[src/rtl/posit_cmd_engine.sv]
// Command engine between HPS PIO level registers and a pipelined posit core:
// toggle-to-pulse conversion, credit-based issue, pending slot and a result FIFO.
module posit_cmd_engine #(
    parameter int NBITS      = 32,
    parameter int ES         = 2,
    parameter int FIFO_DEPTH = 4,
    parameter int OPW        = 3
) (
    input  logic             clock,
    input  logic             reset,
    input  logic [NBITS-1:0] io_num1,
    input  logic [NBITS-1:0] io_num2,
    input  logic [7:0]       io_cmd,
    input  logic             io_pop,
    output logic [NBITS-1:0] io_result,
    output logic [15:0]      io_status,
    output logic             core_in_valid,
    output logic [OPW-1:0]   core_op,
    output logic [NBITS-1:0] core_num1,
    output logic [NBITS-1:0] core_num2,
    input  logic             core_out_valid,
    input  logic [NBITS-1:0] core_result,
    input  logic             core_nar
);
    localparam int PW = $clog2(FIFO_DEPTH);
    localparam int CW = $clog2(FIFO_DEPTH + 1);

    if (FIFO_DEPTH < 2 || FIFO_DEPTH > 16 || (FIFO_DEPTH & (FIFO_DEPTH - 1)) != 0 ||
        OPW < 1 || OPW > 6 || ES < 0 || ES >= NBITS) begin : g_param_check
        $error("posit_cmd_engine: illegal parameter combination");
    end

    typedef enum logic {IDLE = 1'b0, PENDING = 1'b1} state_t;
    state_t state_q, state_d;

    logic             armed_q, prev_start_q, prev_clr_q, prev_pop_q;
    logic             core_in_valid_q, core_in_valid_d;
    logic [OPW-1:0]   core_op_q, core_op_d, pend_op_q, pend_op_d;
    logic [NBITS-1:0] core_num1_q, core_num1_d, core_num2_q, core_num2_d;
    logic [NBITS-1:0] pend_num1_q, pend_num1_d, pend_num2_q, pend_num2_d;
    logic [CW-1:0]    inflight_q, inflight_d, count_q, count_d;
    logic [PW-1:0]    rd_ptr_q, rd_ptr_d, wr_ptr_q, wr_ptr_d;
    logic [2:0]       sticky_q, sticky_d;
    logic [NBITS:0]   fifo_mem [FIFO_DEPTH];

    logic start_ev, clr_ev, pop_ev, ok, can_issue;
    logic issue, issue_pend, pend_load, overrun_set;
    logic ret, spurious_set, push, pop, underflow_set;
    logic [CW:0] credit_sum;
    logic [NBITS:0] head;
    logic not_empty, full, busy, head_nar;
    logic unused_cmd;

    assign unused_cmd = ^io_cmd;

    // Edges are suppressed in the arm cycle so levels held across reset never fire.
    assign start_ev = armed_q & (io_cmd[7] ^ prev_start_q);
    assign clr_ev   = armed_q & (io_cmd[6] ^ prev_clr_q);
    assign pop_ev   = armed_q & (io_pop ^ prev_pop_q);

    assign credit_sum    = {1'b0, inflight_q} + {1'b0, count_q};
    assign ok            = credit_sum < (CW+1)'(FIFO_DEPTH);
    assign can_issue     = ok & ~core_in_valid_q;
    assign ret           = core_out_valid & (inflight_q != '0);
    assign spurious_set  = core_out_valid & (inflight_q == '0);
    assign push          = ret;
    assign pop           = pop_ev & (count_q != '0);
    assign underflow_set = pop_ev & (count_q == '0);

    always_ff @(posedge clock or posedge reset) begin
        if (reset) begin
            state_q <= IDLE;
        end else begin
            state_q <= state_d;
        end
    end

    always_comb begin
        state_d = state_q;
        case (state_q)
            IDLE:    if (start_ev && !can_issue) state_d = PENDING;
            PENDING: if (can_issue) state_d = IDLE;
            default: state_d = IDLE;
        endcase
    end

    always_comb begin
        issue       = 1'b0;
        issue_pend  = 1'b0;
        pend_load   = 1'b0;
        overrun_set = 1'b0;
        case (state_q)
            IDLE: begin
                issue     = start_ev & can_issue;
                pend_load = start_ev & ~can_issue;
            end
            PENDING: begin
                issue       = can_issue;
                issue_pend  = can_issue;
                overrun_set = start_ev;
            end
            default: ;
        endcase
    end

    always_comb begin
        core_in_valid_d = issue;
        core_op_d       = core_op_q;
        core_num1_d     = core_num1_q;
        core_num2_d     = core_num2_q;
        if (issue && issue_pend) begin
            core_op_d   = pend_op_q;
            core_num1_d = pend_num1_q;
            core_num2_d = pend_num2_q;
        end else if (issue) begin
            core_op_d   = io_cmd[OPW-1:0];
            core_num1_d = io_num1;
            core_num2_d = io_num2;
        end
        pend_op_d   = pend_load ? io_cmd[OPW-1:0] : pend_op_q;
        pend_num1_d = pend_load ? io_num1 : pend_num1_q;
        pend_num2_d = pend_load ? io_num2 : pend_num2_q;
        inflight_d  = inflight_q + CW'(issue) - CW'(ret);
        count_d     = count_q + CW'(push) - CW'(pop);
        rd_ptr_d    = pop ? rd_ptr_q + PW'(1) : rd_ptr_q;
        wr_ptr_d    = push ? wr_ptr_q + PW'(1) : wr_ptr_q;
        // A set event in the same cycle as a clear wins.
        sticky_d    = (clr_ev ? 3'b000 : sticky_q) | {spurious_set, underflow_set, overrun_set};
    end

    always_ff @(posedge clock or posedge reset) begin
        if (reset) begin
            armed_q         <= 1'b0;
            prev_start_q    <= 1'b0;
            prev_clr_q      <= 1'b0;
            prev_pop_q      <= 1'b0;
            core_in_valid_q <= 1'b0;
            core_op_q       <= '0;
            core_num1_q     <= '0;
            core_num2_q     <= '0;
            pend_op_q       <= '0;
            pend_num1_q     <= '0;
            pend_num2_q     <= '0;
            inflight_q      <= '0;
            count_q         <= '0;
            rd_ptr_q        <= '0;
            wr_ptr_q        <= '0;
            sticky_q        <= '0;
        end else begin
            armed_q         <= 1'b1;
            prev_start_q    <= io_cmd[7];
            prev_clr_q      <= io_cmd[6];
            prev_pop_q      <= io_pop;
            core_in_valid_q <= core_in_valid_d;
            core_op_q       <= core_op_d;
            core_num1_q     <= core_num1_d;
            core_num2_q     <= core_num2_d;
            pend_op_q       <= pend_op_d;
            pend_num1_q     <= pend_num1_d;
            pend_num2_q     <= pend_num2_d;
            inflight_q      <= inflight_d;
            count_q         <= count_d;
            rd_ptr_q        <= rd_ptr_d;
            wr_ptr_q        <= wr_ptr_d;
            sticky_q        <= sticky_d;
        end
    end

    // Result storage holds data only; validity comes from count_q.
    always_ff @(posedge clock) begin
        if (push) fifo_mem[wr_ptr_q] <= {core_nar, core_result};
    end

    assign head      = fifo_mem[rd_ptr_q];
    assign not_empty = (count_q != '0);
    assign full      = (count_q == CW'(FIFO_DEPTH));
    assign busy      = (state_q == PENDING) | (inflight_q != '0);
    assign head_nar  = not_empty & head[NBITS];

    assign io_result     = not_empty ? head[NBITS-1:0] : '0;
    assign io_status     = {3'b000, 5'(count_q), 1'b0, sticky_q, head_nar, full, ~not_empty, busy};
    assign core_in_valid = core_in_valid_q;
    assign core_op       = core_op_q;
    assign core_num1     = core_num1_q;
    assign core_num2     = core_num2_q;
endmodule
[config.mk]
export PLATFORM = sky130hd
export DESIGN_NAME = posit_cmd_engine
export DESIGN_NICKNAME = d
export VERILOG_FILES = /design/src/rtl/posit_cmd_engine.sv
export SDC_FILE = /design/constraint.sdc
export NUM_CORES = 1
export LEC_CHECK = 0
export ABC_CLOCK_PERIOD_IN_PS = 4700
export CAP_MARGIN = 20
export CORE_ASPECT_RATIO = 0.7
export CORE_MARGIN = 1
export CORE_UTILIZATION = 48
export DETAILED_ROUTE_END_ITERATION = 8
export PLACE_DENSITY_LB_ADDON = 0.12
export SLEW_MARGIN = 20
export SYNTH_ARGS = -nofsm -noshare
export SYNTH_HDL_FRONTEND = slang
export SYNTH_SLANG_ARGS = --single-unit
[constraint.sdc]
create_clock -name clock -period 4.7 [get_ports clock]
set_clock_uncertainty 0.15 [all_clocks]
set_input_delay 0.705 -clock clock [delete_from_list [all_inputs] [get_ports clock]]
set_output_delay 0.705 -clock clock [all_outputs]
set_load 0.01 [all_outputs]
==> flow_summary.ini <==
[place]
place_ws_ns = 1.40
routabilityCongestion = 0.713
io_buffers = 215
place_hpwl_mm = 18.8
place_inst = 1475

[synth]
netlist_area_um2 = 13100
syn_inst = 969
synthAdderAreaFrac = 0.0126
synth_xor_area_frac = 0.00738
synth_cell_types = 37
synth_compound_area_frac = 0.138
ys_ff_latch = 285
synth-simple-area-share = 0.0804
synth_warnings = 0
synth_mux_area_frac = 0.124
avgSynthCellArea_um2 = 13.5
ys_seq_area_frac = 0.597
synth_top_family_by_area = compound AO/OA/AOI/OAI gates

[drt]
wl_per_cell_um = 21.1
drc = 0
routed_wl_mm = 32.3
drt_iter0_drc = 671
ant_nets = 0
vias_per_cell = 5.72
dr_total_vias = 8736
drtPass1Iterations = 5

[cells_and_area]
stdcell_count = 1528
final_cell_mix = 215 x clkdlybuf4s50_1, 150 x dfrtp_1, 134 x o21ai_0
nets = 1263
drive_gt1_frac = 0.155
diodes = 0
syn_to_final_growth_pct = 26.7
fillers = 2123
layout.cells.most_common = clkdlybuf4s50_1

[sta]
worst_pin_slew_ns = 1.07
timing.final.ws_setup_ns = 1.18
min_period_over_period = 0.749
relSlewSlack = 0.289
max_freq_mhz = 284
setup_viol = 0
finalHoldViolCount = 0
fin_tns_setup_ns = 0
drv_slew = 0
fin_crit_ns = 3.52
whs_ns = 0.348
rsz0062_at_grt = false

[die]
dieArea_um2 = 27900
placementRows = 50
die_x_um = 199
start_util = 0.489
top_level_ports = 225
core_region_area_um2 = 26700
die_h_um = 140

[worst_setup_path]
crit_arrival_ns = 2.66
start_kind = flip-flop
path_max_fanout = 22
worstPathRequired_ns = 3.85
crit_type = flip-flop to output port
endpoint_kind = output port

[grt]
grtUsageTotal = 0.235
grt_start_max_net_pins = 104
grt_pass1_wl_mm = 50.8
antenna_found_initial = 1
grt_pass1_vias = 8823
gr-total-overflow = 0

[clocking]
cts_buffers = 29
root_buffer = clkbuf_16
cts_setup_buffers = 0
cts.sinks = 285
h-tree-depth = 1
post_cts_resized = 0
clkTransAtPathRegs_ns = 0.06
clk_latency_ns = 0.55
cts-hold-fix-buffers = 0
cts_tree = yes
clockBufferDepth = 3

[power_and_ir_drop]
ir_worst_vdd_v = 0.000382
power.total_mw = 11.7
p_leak_nw = 5.90
power.density_nw_per_um2 = 707

[hold_path]
hp-class = flip-flop to flip-flop

[run]
maxCapViolCount = 0

[outcome]
outcome = completed
cell usage after synthesis:
master / count / area share
dfrtp_1: 153 / 0.29
o21ai_0: 134 / 0.051
edfxtp_1: 132 / 0.30
nor2b_1: 120 / 0.057
clkbuf_1: 78 / 0.022
a32oi_1: 67 / 0.045
o211ai_1: 67 / 0.039
mux2_2: 38 / 0.033
and2_1: 37 / 0.018
mux4_2: 33 / 0.057
mux2_4: 30 / 0.034
inv_1: 14 / 0.0040
ha_1: 10 / 0.0096
buf_4: 9 / 0.0052
xnor2_1: 8 / 0.0054
buf_2: 7 / 0.0027
buf_6: 6 / 0.0052
xor2_1: 3 / 0.0020
buf_1: 2 / 0.00058
conb_1: 2 / 0.00058
fa_1: 2 / 0.0031
nand2_1: 2 / 0.00058
a21oi_1: 1 / 0.00038
a22o_1: 1 / 0.00067
a32o_1: 1 / 0.00077
and3_1: 1 / 0.00048
nand2b_1: 1 / 0.00048
nand3_1: 1 / 0.00038
nand4_1: 1 / 0.00048
nor2_1: 1 / 0.00029
nor3_1: 1 / 0.00038
nor3b_1: 1 / 0.00058
o211a_1: 1 / 0.00077
o2bb2ai_1: 1 / 0.00067
or2_1: 1 / 0.00048
or3_1: 1 / 0.00048
or4_1: 1 / 0.00058
report_power, final:
group	total, mW	internal [mW]	switching, mW
logic	5.08	2.59	2.48
clock network	2.55	1.57	0.980
registers	4.07	3.53	0.546
total	11.7	7.69	4.01
logic make-up after synthesis:
family | count (synthesis)
flops | 285
compound gates | 273
simple gates | 169
buf+inv | 116
mux | 101
fa+ha+maj | 12
xor+xnor | 11
other cells | 2
worst max-delay path: stages (launching register included):
cell,delay (ns)
dfrtp_1,0.44
or3_1,0.65
buf_4,0.34
and2_1,0.20
clkdlybuf4s50_1,0.48
per-stage QoR:
stage | util | instance area [um^2]
after floorplan | - | 13100
after global placement | 0.580 | 15500
after detailed placement | 0.580 | 15500
after CTS | 0.619 | 16500
after global routing | 0.619 | 16500
final | 0.619 | 16500
worst paths after layout:
kind / depth (start not counted) / slack (ns) / startpoint / endpoint
hold / removal: 1 / 0.35 / sticky_q[1] / sticky_q[1]
hold reg to reg: 1 / 0.35 / sticky_q[1] / sticky_q[1]
min in group asynchronous: 2 / 0.55 / reset / core_num2[24]
max in group asynchronous: 3 / 3.00 / reset / inflight_q[0]
setup / recovery: 4 / 1.18 / count_q[1] / io_result[7]
setup reg to reg: 6 / 1.44 / count_q[2] / inflight_q[1]
layout make-up:
class	instances	area [um^2]	share of cell area
Sequential cell	285	7800	0.471
Multi-Input combinational cell	573	4800	0.290
Timing Repair Buffer	239	2380	0.144
Clock buffer	33	741	0.0448
Tap cell	364	455	0.0275
Clock inverter	20	308	0.0186
Inverter	14	56.3	0.00340
registers in the layout, indices dropped and copies added (netlist names), 32 cells and up:
signal       count
core_num1       32
pend_num1_q     32
pend_num2_q     32
core_num2       32
fifo_mem       132
layer usage:
metal | up-vias | global-route usage | part of all wire
met4 | 0 | 0.0587 | 0.021
met2 | 251 | 0.351 | 0.45
met1 | 4453 | 0.348 | 0.46
li1 | 3983 | - | -
met3 | 49 | 0.0537 | 0.067
met5 | - | 0 | 0
(Power assumes the default switching activity.)
